### src/rtl/movegen_sequencer.sv
// ---------------------------------------------------------------------------
// movegen_sequencer
//
// Sequences one move-generation run on the 8x8 transceiver array. For each
// request it:
//   1. clears stale in-flight moves in the array,
//   2. streams the 64 piece codes from board RAM into the array,
//   3. waits while rays and knight hops propagate,
//   4. scans every square's 16-bit direction-hit mask and emits one move per
//      set bit on a valid/ready stream.
//
// Ports
//   clk, rst          clock, synchronous active-high reset
//   start             run request, accepted only while idle
//   engine_color      side to move, latched on start acceptance
//   busy / done       run in progress / one-cycle end-of-run pulse
//   board_rd_addr/_data   board RAM read port (1-cycle read latency)
//   array_wr_en/_addr/_data   piece-register load into the array
//   array_color       latched side to move, broadcast to all cells
//   array_clear       forces all array move inputs to empty
//   hit_rd_addr/_data square select / combinational direction-hit mask
//   move_valid/_ready/_to/_dir   move stream to the search engine
//   move_count        moves emitted in the current (or last) run
// ---------------------------------------------------------------------------
module movegen_sequencer #(
  parameter int SETTLE_CYCLES = 8,
  parameter int CLEAR_CYCLES  = 2
) (
  input  logic        clk,
  input  logic        rst,
  input  logic        start,
  input  logic        engine_color,
  output logic        busy,
  output logic        done,
  output logic [5:0]  board_rd_addr,
  input  logic [5:0]  board_rd_data,
  output logic        array_wr_en,
  output logic [5:0]  array_wr_addr,
  output logic [5:0]  array_wr_data,
  output logic        array_color,
  output logic        array_clear,
  output logic [5:0]  hit_rd_addr,
  input  logic [15:0] hit_rd_data,
  output logic        move_valid,
  input  logic        move_ready,
  output logic [5:0]  move_to,
  output logic [3:0]  move_dir,
  output logic [9:0]  move_count
);

  typedef enum logic [2:0] {
    S_IDLE,
    S_CLEAR,
    S_LOAD,
    S_SETTLE,
    S_SCAN,
    S_EMIT,
    S_DONE
  } state_t;

  localparam logic [15:0] CLEAR_LAST  = 16'(CLEAR_CYCLES - 1);
  localparam logic [15:0] SETTLE_LAST = 16'(SETTLE_CYCLES - 1);
  // LOAD runs one cycle longer than the 64 reads to absorb the RAM latency.
  localparam logic [15:0] LOAD_LAST   = 16'd64;

  state_t      state_q, state_d;
  logic [15:0] cnt_q, cnt_d;
  logic [5:0]  sq_q, sq_d;
  logic [15:0] mask_q, mask_d;
  logic [9:0]  count_q, count_d;
  logic        color_q, color_d;

  logic [3:0]  low_idx;
  logic [15:0] mask_clr;

  // Lowest set bit of the registered mask; scanning downward lets the
  // lowest index win.
  always_comb begin
    low_idx = 4'd0;
    for (int i = 15; i >= 0; i--) begin
      if (mask_q[i]) begin
        low_idx = 4'(i);
      end
    end
  end

  // Mask with its lowest set bit removed.
  assign mask_clr = mask_q & (mask_q - 16'd1);

  always_ff @(posedge clk) begin
    if (rst) begin
      state_q <= S_IDLE;
      cnt_q   <= '0;
      sq_q    <= '0;
      mask_q  <= '0;
      count_q <= '0;
      color_q <= 1'b0;
    end else begin
      state_q <= state_d;
      cnt_q   <= cnt_d;
      sq_q    <= sq_d;
      mask_q  <= mask_d;
      count_q <= count_d;
      color_q <= color_d;
    end
  end

  always_comb begin
    state_d       = state_q;
    cnt_d         = cnt_q;
    sq_d          = sq_q;
    mask_d        = mask_q;
    count_d       = count_q;
    color_d       = color_q;

    busy          = (state_q != S_IDLE);
    done          = (state_q == S_DONE);
    board_rd_addr = '0;
    array_wr_en   = 1'b0;
    array_wr_addr = '0;
    array_wr_data = '0;
    array_clear   = 1'b0;
    hit_rd_addr   = '0;
    move_valid    = 1'b0;
    move_to       = '0;
    move_dir      = '0;

    case (state_q)
      S_IDLE: begin
        if (start) begin
          color_d = engine_color;
          count_d = '0;
          cnt_d   = '0;
          state_d = S_CLEAR;
        end
      end

      S_CLEAR: begin
        array_clear = 1'b1;
        if (cnt_q == CLEAR_LAST) begin
          cnt_d   = '0;
          state_d = S_LOAD;
        end else begin
          cnt_d = cnt_q + 16'd1;
        end
      end

      S_LOAD: begin
        if (cnt_q < LOAD_LAST) begin
          board_rd_addr = cnt_q[5:0];
        end
        // Data for the address issued last cycle is on board_rd_data now.
        if (cnt_q != 16'd0) begin
          array_wr_en   = 1'b1;
          array_wr_addr = 6'(cnt_q - 16'd1);
          array_wr_data = board_rd_data;
        end
        if (cnt_q == LOAD_LAST) begin
          cnt_d   = '0;
          state_d = S_SETTLE;
        end else begin
          cnt_d = cnt_q + 16'd1;
        end
      end

      S_SETTLE: begin
        if (cnt_q == SETTLE_LAST) begin
          cnt_d   = '0;
          sq_d    = '0;
          state_d = S_SCAN;
        end else begin
          cnt_d = cnt_q + 16'd1;
        end
      end

      S_SCAN: begin
        hit_rd_addr = sq_q;
        if (hit_rd_data != 16'd0) begin
          mask_d  = hit_rd_data;
          state_d = S_EMIT;
        end else if (sq_q == 6'd63) begin
          state_d = S_DONE;
        end else begin
          sq_d = sq_q + 6'd1;
        end
      end

      S_EMIT: begin
        move_valid = 1'b1;
        move_to    = sq_q;
        move_dir   = low_idx;
        if (move_ready) begin
          mask_d  = mask_clr;
          count_d = count_q + 10'd1;
          if (mask_clr == 16'd0) begin
            if (sq_q == 6'd63) begin
              state_d = S_DONE;
            end else begin
              sq_d    = sq_q + 6'd1;
              state_d = S_SCAN;
            end
          end
        end
      end

      S_DONE: begin
        state_d = S_IDLE;
      end

      default: begin
        state_d = S_IDLE;
      end
    endcase
  end

  assign array_color = color_q;
  assign move_count  = count_q;

endmodule
### config.mk
export PLATFORM = sky130hd
export DESIGN_NAME = movegen_sequencer
export DESIGN_NICKNAME = d
export VERILOG_FILES = /design/src/rtl/movegen_sequencer.sv
export SDC_FILE = /design/constraint.sdc
export NUM_CORES = 1
export LEC_CHECK = 0
export CAP_MARGIN = 10
export CELL_PAD_IN_SITES_DETAIL_PLACEMENT = 0
export CELL_PAD_IN_SITES_GLOBAL_PLACEMENT = 2
export CORE_MARGIN = 3
export CORE_UTILIZATION = 28
export DETAILED_ROUTE_END_ITERATION = 12
export PLACE_DENSITY = 0.9
export SLEW_MARGIN = 40
export SYNTH_ARGS = -nofsm -noshare
export SYNTH_HDL_FRONTEND = slang
export SYNTH_SLANG_ARGS = --single-unit
### constraint.sdc
create_clock -name clk -period 3.38 [get_ports clk]
set_input_delay 0.676 -clock clk [delete_from_list [all_inputs] [get_ports clk]]
set_output_delay 0.676 -clock clk [all_outputs]
set_load 0.05 [all_outputs]
==> impl_results.md, run 1 <==
- Post-DRT Antenna Nets: 0
- P_sw: 651 uW
- RD Place Congestion: 0.803
- Dpl hpwl: 6940 um
- Crit path kind: register to output pin
- Via count: approximately 3300
- Post-synth top area share: 32.5%
- Final wirelength: approximately 9100 um
- Ys flop type: dfxtp_1
- Final setup viols: 0
- Die width: around 110 um
- Total track usage: between 10 and 15%
- Hold EP: move_count[5]
- R2R depth: 7
- FP Rows: 38
- Max Cap Violations: 0
- Leakage power: 0.00182 uW
- Gate power share: 32.8%
- CTS Buffer Depth: 2
- Largest net degree at the start of global routing: 22
- Seq pwr share: a little under two fifths
- Required time worst endpoint: between 2 and 3 ns
- Worst-path clk slew: approximately 0.080 ns
- Dominant cell type by area after synthesis: dfxtp_1
- Critical path capture point type: output pin
- Sw Ratio: about 36%
- Clock Latency Late Sink: roughly 0.30 ns
- Setup TNS: 0 ns
- Internal Power: between 1000 and 1500 uW
- Hold_buf cts: 0
- Outcome: complete, no violations
- DRT iter0 DRCs: about 100
- Ports: 77
- Antenna violations before repair: 0
- Peak VDD IR: approximately 0.00026 V
- Hold Slack: roughly 0.5 ns
- Fin crit share: just under 90%
- Root Buffer: clkbuf_16
- CTS Buf Count: 5
- Hold path startpoint: move_count[5]
- Grt ovf: 0
- Routed length per instance: between 10 and 15 um
- Final Slew Violations: 0
- CTS sink count: 52
- Power Density: 410 nW/um2
- Remaining DRCs: 0
- Clk pwr share: 30.2%
- Top cells by area, synth: dfxtp_1 (33%), nor2_1 (8.3%), a21oi_1 (5.8%)
- Placed cells: ~640
- Synth warn: 0
- Fraction of layout cells with a size suffix above 1: a little under an eighth
- Fmax: between 300 and 400 MHz
- Number of synthesized flops with an enable pin: 0
- Initial Utilization: 29.1%
- R2r startpoint: mask_q[0]
- Vias per std cell: roughly 5.1
- Arrival time of the worst setup path: between 2 and 2.5 ns
- Hold Path Class: register to register
- # fillers: roughly 1100
- Most common cell after layout, fill and taps aside: nor2_1
- Avg Inst Size Synth: 7.44 um2
- Netlist cell types: 51
- Seq/Total Area, Yosys: 32.5%
- Antenna Diode Count: 0
- FF+latch count, synth: 52
- Die footprint: about 13000 um2
- Die Ht: 113 um
- Reg2reg setup slack: ~0.58 ns
- Worst-Margin Slew: roughly 0.71 ns
- Finished Layout Cells: ~650
- Synth Instances: between 400 and 500
- Commonest non-fill, non-tap cells in the layout: nor2_1 (71), dfxtp_1 (52), clkdlybuf4s50_1 (46), nand2_1 (37), a21oi_1 (37)
- First-pass GRT wire length: 15600 um
- Final worst path period need: ~3.0 ns
- Length of the first detailed-routing pass in iterations: 4
- Pwr Total: 1790 uW
- Mapped Nets: between 400 and 500
- Vias in the first global route: roughly 3200
- Share of flip-flops with an asynchronous set or reset: 0%
- Worst R2R End: sq_q[5]
- Area of the multi-input gates: 2010 um2
- Hold Path Depth: 2
- Setup Skew: about 0.0093 ns
- Final Hold Fails: 0
- Core area: approximately 11000 um2
- Area growth from synthesis to layout: 36.0%
- Post-Syn Area: around 3200 um2
- CTS tree: yes
- Nets: about 540
- RSZ-0062 raised after global routing: no
- Slew HR: 52.4%
- H-tree levels: 2
- Fin util: 39.6%
- Critical Path Fanout Max: 13
- I/O Buffers: between 70 and 80
- Reg area: approximately 1000 um2
- Critical Path Start Type: register
==> stage by stage <==
step	cell area, um2	worst slack (ns)
2_1_floorplan	3200	0.403
3_3_place_gp	4180	0.253
3_5_place_dp	4180	0.289
4_1_cts	4340	0.0281
5_1_grt	4350	0.267
6_report	4350	0.423
==> worst max path at each step <==
stage / slack (ns) / from / to
finish: 0.42 / state_q[0] / hit_rd_addr[0]
global route: 0.27 / cnt_q[1] / array_wr_en
CTS: 0.03 / cnt_q[1] / array_wr_addr[2]
detailed placement: 0.29 / hit_rd_data[0] / sq_q[5]
global placement: 0.25 / hit_rd_data[0] / sq_q[5]
floorplan: 0.40 / state_q[0] / move_dir[3]
==> sequential cells by signal, summed over array words and instances (netlist names) <==
signal,count
array_color,1
cnt_q,16
mask_q,16
move_count,10
sq_q,6
state_q,3
==> cell families (layout without fill, tap and decap cells) <==
family                   Yosys count  count (layout)  synth area share [%]
multiplexers                       2               2                 0.626
flip-flops                        52              52                  32.5
buffers and inverters             36             111                  4.81
AND/OR/NAND/NOR                  221             221                  36.3
AO/OA/AOI/OAI                     89              89                  16.8
XOR/XNOR                          23              23                  6.29
adder cells (fa/ha/maj)            7               7                  2.58
==> critical path, stage by stage (launching register included) <==
cell,delay (ns)
dfxtp_1,0.32
buf_4,0.18
nor2_1,0.45
and3_1,0.24
clkdlybuf4s50_1,0.80
==> what timing repair did <==
item	in CTS	in global routing
endpoints found under the setup margin	0	7
hold endpoints to repair	0	0
resized for setup	0	7
setup buffers	0	0
==> power by group through the flow <==
stage               registers [uW]  clock network (uW)  logic [uW]
floorplan                      673                   0         396
global placement               675                   0         587
detailed placement             676                   0         585
CTS                            662                 555         590
global route                   667                 576         649
finish                         661                 540         586
==> synth_stat cells, types with 4 or more instances <==
cell and n:
dfxtp_1 52, nand2_1 37, nor2_1 71, and2_1 19, nand4_1 13, inv_1 12
nand2b_1 8, xnor2_1 10, clkbuf_1 18, nor2b_1 4, ha_1 5, or3_1 8
a21oi_1 37, nor4_1 6, o21ai_0 24, and3_1 19, nand3_1 10, nor3_1 11
xor2_1 13
==> routing by layer <==
metal	wire length (um)	part of all wire, %	track usage [%]	vias to the layer above
met5	0	0	0	-
met4	109	1.2	3.61	0
met3	447	4.9	3.05	12
met2	4300	47	23.6	79
met1	4290	47	19.4	1532
li1	-	-	-	1653
==> area by class of cell <==
type | instances | share of cell area [%]
Multi-Input combinational cell | 342 | 46.1
Sequential cell | 52 | 23.9
Timing Repair Buffer | 91 | 21.4
Tap cell | 140 | 4.02
Clock buffer | 5 | 2.87
Inverter | 12 | 1.03
Clock inverter | 3 | 0.661
(Power assumes the default switching activity.)
==> run 2, diff against run 1 <==
- ABC_CLOCK_PERIOD_IN_PS: not set -> 3380
- CORE_MARGIN: 3 -> 2
- GPL_TIMING_DRIVEN: not set -> 0
==> impl_results.md, run 2 (synthesis results as in run 1) <==
- Final Hold Fails: 0
- Fin util: between 30% and 40%
- H-tree levels: 2
- Final wirelength: approximately 9700 um
- Vias per std cell: slightly above 5
- Core area: 11300 um2
- Required time worst endpoint: 2.70 ns
- Die width: around 110 um
- CTS tree: yes
- Critical Path Start Type: register
- Root Buffer: clkbuf_16
- Leakage power: 0.00178 uW
- CTS Buffer Depth: 2
- Commonest non-fill, non-tap cells in the layout: nor2_1 (71), dfxtp_1 (52), clkdlybuf4s50_1 (46), nand2_1 (36), a21oi_1 (36)
- Routed length per instance: ~15 um
- Via count: 3335
- Crit path kind: register to output pin
- Most common cell after layout, fill and taps aside: nor2_1
- DRT iter0 DRCs: between 150 and 200
- Fmax: roughly 310 MHz
- CP Launch Point: state_q[2]
- R2r startpoint: mask_q[0]
- Dpl hpwl: around 7200 um
- Power Density: 421 nW/um2
- CTS Buf Count: 5
- Critical Path Fanout Max: 10
- Post-DRT Antenna Nets: 0
- Outcome: complete, no violations
- Grt ovf: 0
- Area growth from synthesis to layout: 35.5%
- Setup Slack @ Placement: -0.428 ns
- I/O Buffers: 76
- Slew HR: approximately 57%
- Nets: 544
- Final Slew Violations: 0
- RSZ-0062 raised after global routing: no
- Antenna Diode Count: 0
- Max Cap Violations: 0
- First-pass GRT wire length: ~16000 um
- Remaining DRCs: 0
- Worst-Margin Slew: 0.640 ns
- Reg area: between 1000 and 1500 um2
- Peak VDD IR: 0.000268 V
- Fin worst setup slack: between 0.15 and 0.2 ns
- Final setup viols: 0
- Worst-path clk slew: roughly 0.070 ns
- Die Ht: around 110 um
- Critical path capture point type: output pin
- Final worst path period need: 3.21 ns
- Arrival time of the worst setup path: around 2.5 ns
- Fin crit share: 94.8%
- RD Place Congestion: about 0.85
- FP Rows: 39
- CTS sink count: 52
- Largest net degree at the start of global routing: 16
- Clock Latency Late Sink: about 0.29 ns
- Ports: a little under 80
- Hold path startpoint: move_count[9]
- Fraction of layout cells with a size suffix above 1: between 8 and 9%
- Vias in the first global route: 3258
- Hold Path Class: register to register
- Antenna violations before repair: 0
- Die footprint: between 10000 and 15000 um2
- Setup Skew: 0.00583 ns
- Initial Utilization: roughly 28%
- Length of the first detailed-routing pass in iterations: 4
- Total track usage: 15.6%
- Area of the multi-input gates: between 2000 and 2500 um2
- # fillers: between 1000 and 1500
==> run 2: critical path: stages, from the launching register on <==
cell and delay [ns]:
dfxtp_1 0.46, inv_1 0.15, nor2_1 0.20, nand2_2 0.20, clkbuf_1 0.31, a211oi_1 0.34, dlygate4sd2_1 0.57
==> run 2: power by group <==
group | leakage (uW) | total [uW] | switching (uW) | internal, uW
registers | 0.000419 | 662 | 27.6 | 634
logic | 0.00128 | 584 | 381 | 203
clock network | 0.0000808 | 579 | 229 | 349
total | 0.00178 | 1820 | 638 | 1190
==> run 2: through the flow <==
step / hold slack, ns / cell area [um2] / instances / power, uW / TNS, ns
3_5_place_dp: 0.486 / 4140 / 649 / 1260 / -3.20
3_3_place_gp: 0.472 / 4140 / 649 / 1260 / -4.17
6_report: 0.494 / 4340 / 656 / 1820 / 0
2_1_floorplan: 0.461 / 3200 / 430 / 1070 / 0
5_1_grt: 0.523 / 4340 / 656 / 1930 / 0
4_1_cts: 0.496 / 4320 / 657 / 1840 / 0
==> run 2: path summary, 6_finish.rpt <==
| kind | endpoint | slack [ns] | depth (start not counted) |
|---|---|---|---|
| min reg2reg | move_count[9] | 0.49 | 2 |
| min | move_count[9] | 0.49 | 2 |
| max | move_dir[2] | 0.17 | 6 |
| max reg2reg | sq_q[5] | 0.56 | 8 |
==> run 2: cell type report <==
type | instances | area share [%]
clock buffer | 6 | 2.97
inverter | 12 | 1.04
clock inverter | 2 | 0.808
sequential | 52 | 24.0
buffer | 23 | 2.48
tap | 143 | 4.13
multi-input combinational | 342 | 46.8
timing repair buffer | 76 | 17.8
==> run 2: metal layers <==
layer	track usage, %	part of all wire [%]	up-vias
li1	-	-	1673
met1	20.4	46	1570
met2	26.7	48	84
met3	3.50	5.6	8
met4	2.92	0.82	0
met5	0	0	-
==> run 2: repair_timing <==
action / 4_1_cts / 5_1_grt
hold buffers: 0 / 0
setup buffers: 0 / 0
resized for setup: 53 / 16
endpoints found under the setup margin: 31 / 38
